`config.mk`:
```
export PLATFORM = sky130hd
export DESIGN_NAME = mem_bus_responder
export DESIGN_NICKNAME = d
export VERILOG_FILES = /design/src/rtl/mem_bus_responder.sv
export SDC_FILE = /design/constraint.sdc
export NUM_CORES = 1
export LEC_CHECK = 0
export CORE_MARGIN = 5
export CORE_UTILIZATION = 39
export DETAILED_ROUTE_END_ITERATION = 16
export PLACE_DENSITY_LB_ADDON = 0.25
export REMOVE_ABC_BUFFERS = 1
export SYNTH_ARGS = -nofsm -noshare
export SYNTH_HDL_FRONTEND = slang
export SYNTH_SLANG_ARGS = --single-unit
```
`constraint.sdc`:
```
create_clock -name clock -period 1.7 [get_ports clock]
set_input_delay 0.255 -clock clock [delete_from_list [all_inputs] [get_ports clock]]
set_output_delay 0.255 -clock clock [all_outputs]
set_load 0.02 [all_outputs]
```
`src/rtl/mem_bus_responder.sv`:
```
// mem_bus_responder: decodes bus requests and runs timed async-SRAM accesses behind a four-phase request/ready handshake.
// Define MEM_BUS_RESPONDER_ERR_EN to add a sticky bus_err flag for simultaneous rd_n/wr_n requests.
module mem_bus_responder #(
    parameter int unsigned WAIT_STATES  = 2,
    parameter logic [15:0] DECODE_MASK  = 16'h8000,
    parameter logic [15:0] DECODE_MATCH = 16'h8000
) (
    input  logic        clock,
    input  logic        clear_n,
    input  logic [15:0] addr,
    input  logic [7:0]  bus_in,
    input  logic        rd_n,
    input  logic        wr_n,
    output logic [7:0]  bus_out,
    output logic        bus_oe,
    output logic        ready,
`ifdef MEM_BUS_RESPONDER_ERR_EN
    output logic        bus_err,
`endif
    output logic [15:0] sram_addr,
    input  logic [7:0]  sram_dq_in,
    output logic [7:0]  sram_dq_out,
    output logic        sram_dq_oe,
    output logic        sram_ce_n,
    output logic        sram_oe_n,
    output logic        sram_we_n
);
    typedef enum logic [1:0] {IDLE, SETUP, ACCESS, DONE} state_t;

    state_t      state_q, state_d;
    logic [3:0]  cnt_q, cnt_d;
    logic        is_rd_q, is_rd_d;
    logic [15:0] sram_addr_q, sram_addr_d;
    logic [7:0]  dq_out_q, dq_out_d;
    logic [7:0]  bus_out_q, bus_out_d;
    logic        ce_n_q, ce_n_d, oe_n_q, oe_n_d, we_n_q, we_n_d, dq_oe_q, dq_oe_d;
    logic        ready_q, ready_d, bus_oe_q, bus_oe_d;
    logic        hit, valid;

    assign hit   = (addr & DECODE_MASK) == DECODE_MATCH;
    assign valid = hit && (rd_n ^ wr_n);

    always_comb begin
        state_d     = state_q;
        cnt_d       = cnt_q;
        is_rd_d     = is_rd_q;
        sram_addr_d = sram_addr_q;
        dq_out_d    = dq_out_q;
        bus_out_d   = bus_out_q;
        ce_n_d      = ce_n_q;
        oe_n_d      = oe_n_q;
        we_n_d      = we_n_q;
        dq_oe_d     = dq_oe_q;
        ready_d     = ready_q;
        bus_oe_d    = bus_oe_q;
        case (state_q)
            IDLE: if (valid) begin
                state_d     = SETUP;
                is_rd_d     = !rd_n;
                sram_addr_d = addr;
                dq_out_d    = bus_in;
                ce_n_d      = 1'b0;
                oe_n_d      = rd_n;
                dq_oe_d     = !wr_n;
            end
            SETUP: begin
                state_d = ACCESS;
                cnt_d   = 4'(WAIT_STATES);
                we_n_d  = is_rd_q;
            end
            ACCESS: if (cnt_q == 4'd0) begin
                state_d   = DONE;
                bus_out_d = is_rd_q ? sram_dq_in : bus_out_q;
                ce_n_d    = 1'b1;
                oe_n_d    = 1'b1;
                we_n_d    = 1'b1;
                dq_oe_d   = 1'b0;
                ready_d   = 1'b1;
                bus_oe_d  = is_rd_q && !rd_n;
            end else begin
                cnt_d = cnt_q - 4'd1;
            end
            default: begin
                // DONE: wait for both strobes to release before re-arming
                bus_oe_d = is_rd_q && !rd_n;
                if (rd_n && wr_n) begin
                    state_d  = IDLE;
                    ready_d  = 1'b0;
                    bus_oe_d = 1'b0;
                end
            end
        endcase
    end

    always_ff @(posedge clock or negedge clear_n) begin
        if (!clear_n) begin
            state_q     <= IDLE;
            cnt_q       <= 4'd0;
            is_rd_q     <= 1'b0;
            sram_addr_q <= 16'h0000;
            dq_out_q    <= 8'h00;
            bus_out_q   <= 8'h00;
            ce_n_q      <= 1'b1;
            oe_n_q      <= 1'b1;
            we_n_q      <= 1'b1;
            dq_oe_q     <= 1'b0;
            ready_q     <= 1'b0;
            bus_oe_q    <= 1'b0;
        end else begin
            state_q     <= state_d;
            cnt_q       <= cnt_d;
            is_rd_q     <= is_rd_d;
            sram_addr_q <= sram_addr_d;
            dq_out_q    <= dq_out_d;
            bus_out_q   <= bus_out_d;
            ce_n_q      <= ce_n_d;
            oe_n_q      <= oe_n_d;
            we_n_q      <= we_n_d;
            dq_oe_q     <= dq_oe_d;
            ready_q     <= ready_d;
            bus_oe_q    <= bus_oe_d;
        end
    end

`ifdef MEM_BUS_RESPONDER_ERR_EN
    logic err_q, err_d;

    assign err_d = err_q || (state_q == IDLE && hit && !rd_n && !wr_n);

    always_ff @(posedge clock or negedge clear_n) begin
        if (!clear_n) err_q <= 1'b0;
        else          err_q <= err_d;
    end

    assign bus_err = err_q;
`endif

    assign bus_out     = bus_out_q;
    assign bus_oe      = bus_oe_q;
    assign ready       = ready_q;
    assign sram_addr   = sram_addr_q;
    assign sram_dq_out = dq_out_q;
    assign sram_dq_oe  = dq_oe_q;
    assign sram_ce_n   = ce_n_q;
    assign sram_oe_n   = oe_n_q;
    assign sram_we_n   = we_n_q;
endmodule
```
After elaboration in Yosys (flattened, before gate mapping):

Cells that the tools add are included.

* equal/unequal tests: 5
* bitwise logic cells: 2
* multiplexer cells: 20
* add/sub/neg operators: 1
* reduce and logical (&&, ||, !) cells: 20

Operator list (number)
* $pmux W1 S2: 6
* $reduce_and A3 Y1: 4
* $mux W1: 8
* $pmux W4 S2: 1
* $reduce_and A2 Y1: 4
* $mux W2: 3
* $ne A2 B2 Y1 const B: 3
* $pmux W2 S3: 1
* $reduce_bool A2 Y1: 3
* $logic_not A4 Y1: 1
* $mux W4: 1
* $reduce_bool A4 Y1: 1
* $sub A4 B1 Y4 const B: 1
* $logic_and A1 B1 Y1: 3
* $eq A2 B1 Y1 const B: 1
* $eq A2 B2 Y1 const B: 1
* $logic_not A1 Y1: 2
* $logic_not A2 Y1: 1
* $reduce_or A2 Y1: 1
* $not A1 Y1: 1
* $xor A1 B1 Y1: 1

* input bits: 36
* logic and storage cells: 60
* register bits: 45
* output and inout port bits: 38

Longest topological paths before layout:

* depth after elaboration: 4
* mapped depth: 7

Worst setup path before layout:

OpenSTA, ideal clock, no wires.

* kind: reg2reg
* start: register cnt_q[0]
* end: register bus_out_q[0], in the netlist bus_out[0]
* setup time: 0.125 ns
* slack: -0.017 ns
* buffers on the path: 1
* data arrival time: 1.592 ns
* required time: 1.575 ns
* stages on the path, launching flop included: 7
* cell sequence: dfrtp_1 > inv_1 > ha_1 > or3b_4 > buf_6 > nor2_8 > mux2_2

* longest elaborated chain between the ends: 2

Ends and longest elaborated chain
* start, declared: RTL line 31 `logic [3:0] cnt_q, cnt_d;`
* start signal, assigned: RTL line 111 `cnt_q <= cnt_d;`
* $logic_not A4 Y1: RTL line 71 `ACCESS: if (cnt_q == 4'd0) begin`
* $reduce_and A3 Y1 (no line)
* end signal, assigned: RTL line 115 `bus_out_q <= bus_out_d;`
* end, declared: RTL line 35 `logic [7:0] bus_out_q, bus_out_d;`

No other way between the ends.
A chain may end at the register's enable or synchronous reset.

Final worst setup path:

* start: register cnt_q[0]
* end: register state_q[1]

* longest elaborated chain between the ends: 3

Ends and longest elaborated chain
* $logic_not A4 Y1: RTL line 71
* $ne A2 B2 Y1 (no line)
* $reduce_and A3 Y1 (no line)
* end signal, assigned: RTL line 110 `state_q <= state_d;`
* end, declared: RTL line 30 `state_t state_q, state_d;`

No other way between the ends.

==> reports/summary.txt <==
status = finished, violations left
failing checks = negative setup slack
Hold Vio Cnt, Final = 0
Area Overhead vs Synth = 58.7%
nets = 279
Reg clk slew, reported paths = 0.08 ns
# DRC = 0
Layout Utilization = 64.9%
number of flops mapped to enable cells by yosys = 0
leak pwr = 1.38 nW
chip width = 80.8 um
vias per cell = 4.72
largest net degree at the start of global routing = 28
Seq cells post-synth = 45
core region area = 4790 um2
Syn Area/Cell = 14.0 um2
design area = 3110 um2
crit path max fanout = 5
CP peak stage delay = 0.44 ns
gpl congestion = 0.769
post-route ant nets = 0
Synth async-reset ratio = 100%
Synth top area share = 53.7%
vias = 1431
Seq/Total Area, Yosys = 57.7%
global-route wire length before repair = 7.89 mm
CTS tree = done
RSZ-0062 raised after global routing = yes
fill count = 365
Clock Tree Root = clkbuf_8
initial DRC count = 48
Setup crit start kind = flop
Buf/Inv on CP = 1
Least-Margin Pin Slew = 0.479 ns
Critical Path Sink Type = flop
Post-DP HPWL = 3.50 mm
Setup WS post-layout = -0.0665 ns
vias in the first global route = 1669
row count = 25
WP depth = 5
RR Endpoint = state_q[1]
worst skew pair latency = 0.29 ns
# diodes = 0
worst vdd ir = 1.05 mV
cells after synthesis = 140
WP data required = 1.89 ns
layout cell share with drive strength beyond 1 = 34.3%
starting density of the core = 40.9%
final hold slack = 0.439 ns
Setup TNS = -0.251 ns
Reg2Reg Setup Slack = -0.07 ns
CP top delay family = simple AND/OR/NAND/NOR gates
synthesized area = 1960 um2
clk sinks = 45
full die area = 6530 um2
H-tree depth = 2
Yosys cell types = 34
critical path type = reg -> reg
grt total ovfl = 0
clk buf depth = 2
Worst slew margin = 68.0%
Worst R2R Start = cnt_q[0]
most common cell in the netlist = dfrtp_1
Main synth FF type = dfrtp_1
part of the cycle the worst path needs = 104%
CTS Buf Count = 5
fin crit period = 1.77 ns
Power Dens Cells = 1810 nW/um2
pre-CTS setup slack = -0.229 ns
Post-DP Area = 2870 um2
Total Wirelength = 4.67 mm
most frequent cells after synthesis = dfrtp_1, mux2_2, nand2_1
drt first pass iters = 4
Ports = 74
CP cell instances = inv_2, ha_4, or3b_4, a221oi_4, mux2_4
max-cap check violation count = 0
fmax = 566 MHz
Worst Skew = 0.00761 ns
Final Slew Violations = 0
initial antenna violation count = 0
wire per inst = 15.4 um
Reg2Reg Depth = 5
PortBufs = 73
Tot GR Track Use = 15.9%
Max stage delay cell, worst path = or3b_4
Area contributors post-synth = dfrtp_1, mux2_2, ha_1
Ys Warns = 0
Final setup viols = 11
crit path DAT = 1.95 ns
Die H = 80.8 um
worst hold path type = in -> async
post-synth top area cell = dfrtp_1
-- sequential cells by signal, indices dropped and copies added, names as in the netlist --
register,count
sram_we_n,1
ready,1
is_rd_q,1
sram_dq_oe,1
sram_oe_n,1
sram_addr,16
bus_oe,1
sram_ce_n,1
cnt_q,4
bus_out,8
state_q,2
sram_dq_out,8
-- kinds of logic after synthesis --
logic type      synth area share (%)
mux                             21.6
compound gates                  6.65
fa+ha+maj                       4.48
flops                           57.7
buf+inv                         3.01
simple gates                    6.52
-- cell type report --
type	instances	area (um2)	share of cell area, %
clock inverter	1	7.51	0.242
multi-input combinational	83	865	27.8
timing repair buffer	95	915	29.5
sequential	45	1130	36.4
clock buffer	6	82.6	2.66
tap	67	83.8	2.70
inverter	6	22.5	0.725
-- through the flow --
stage	std cells	power, mW
3_5_place_dp	289	4.70
6_report	303	5.63
3_3_place_gp	289	4.56
4_1_cts	303	5.60
2_1_floorplan	134	3.31
5_1_grt	303	5.99
-- worst reg2reg max path: cells and delay by family, from the launching register on --
family | cells | cell delay, ns
AO/OA/AOI/OAI | 1 | 0.28
adder cells (fa/ha/maj) | 1 | 0.13
buffers and inverters | 1 | 0.09
flip-flops | 1 | 0.40
multiplexers | 1 | 0.33
AND/OR/NAND/NOR | 1 | 0.44
-- repair_timing --
| item | CTS | global route |
|---|---|---|
| hold buffers | 1 | 0 |
| gates resized for setup | 14 | 10 |
| setup buffers | 6 | 1 |
| hold endpoints to repair | 16 | 0 |
| endpoints found under the setup margin | 15 | 35 |
| pin swaps | 1 | 1 |
-- layer usage --
layer	track usage, %	up-vias	share of wire [%]
li1	-	679	-
met1	17.3	702	40
met2	28.4	43	52
met3	4.66	7	6.9
met4	6.93	0	1.7
met5	0	-	0
-- power by group --
part	total [mW]	switching (mW)	internal, mW
logic	3.12	1.40	1.71
registers	1.85	0.283	1.56
clock network	0.665	0.344	0.321
-- layout by cell type (no fill, tap or decap), types with 2 or more instances in the layout --
cell             netlist  routed
dlygate4sd2_1          0       3
nand2_1                8       8
mux2_4                 0       9
ha_4                   0       2
buf_4                  1      19
o22a_1                 4       4
mux2i_1                4       4
inv_1                  6       4
buf_12                 0       2
dfstp_2                3       3
a21oi_1                3       3
dfrtp_1               42      42
ha_2                   0       2
clkbuf_8               0       6
ha_1                   7       3
nand3_1                2       2
inv_2                  0       2
mux2_2                32      25
nand2b_1               3       3
clkdlybuf4s50_1        0      69
-- worst max path at each step --
stage	startpoint	endpoint	slack, ns
after floorplan	state_q[0]	sram_oe_n	-0.13
after global placement	rd_n	state_q[1]	-0.14
after CTS	cnt_q[0]	state_q[1]	-0.08
final	cnt_q[0]	state_q[1]	-0.07
after global routing	cnt_q[0]	state_q[0]	-0.13
after detailed placement	rd_n	state_q[1]	-0.23
Power figures use the tool's default switching activity.
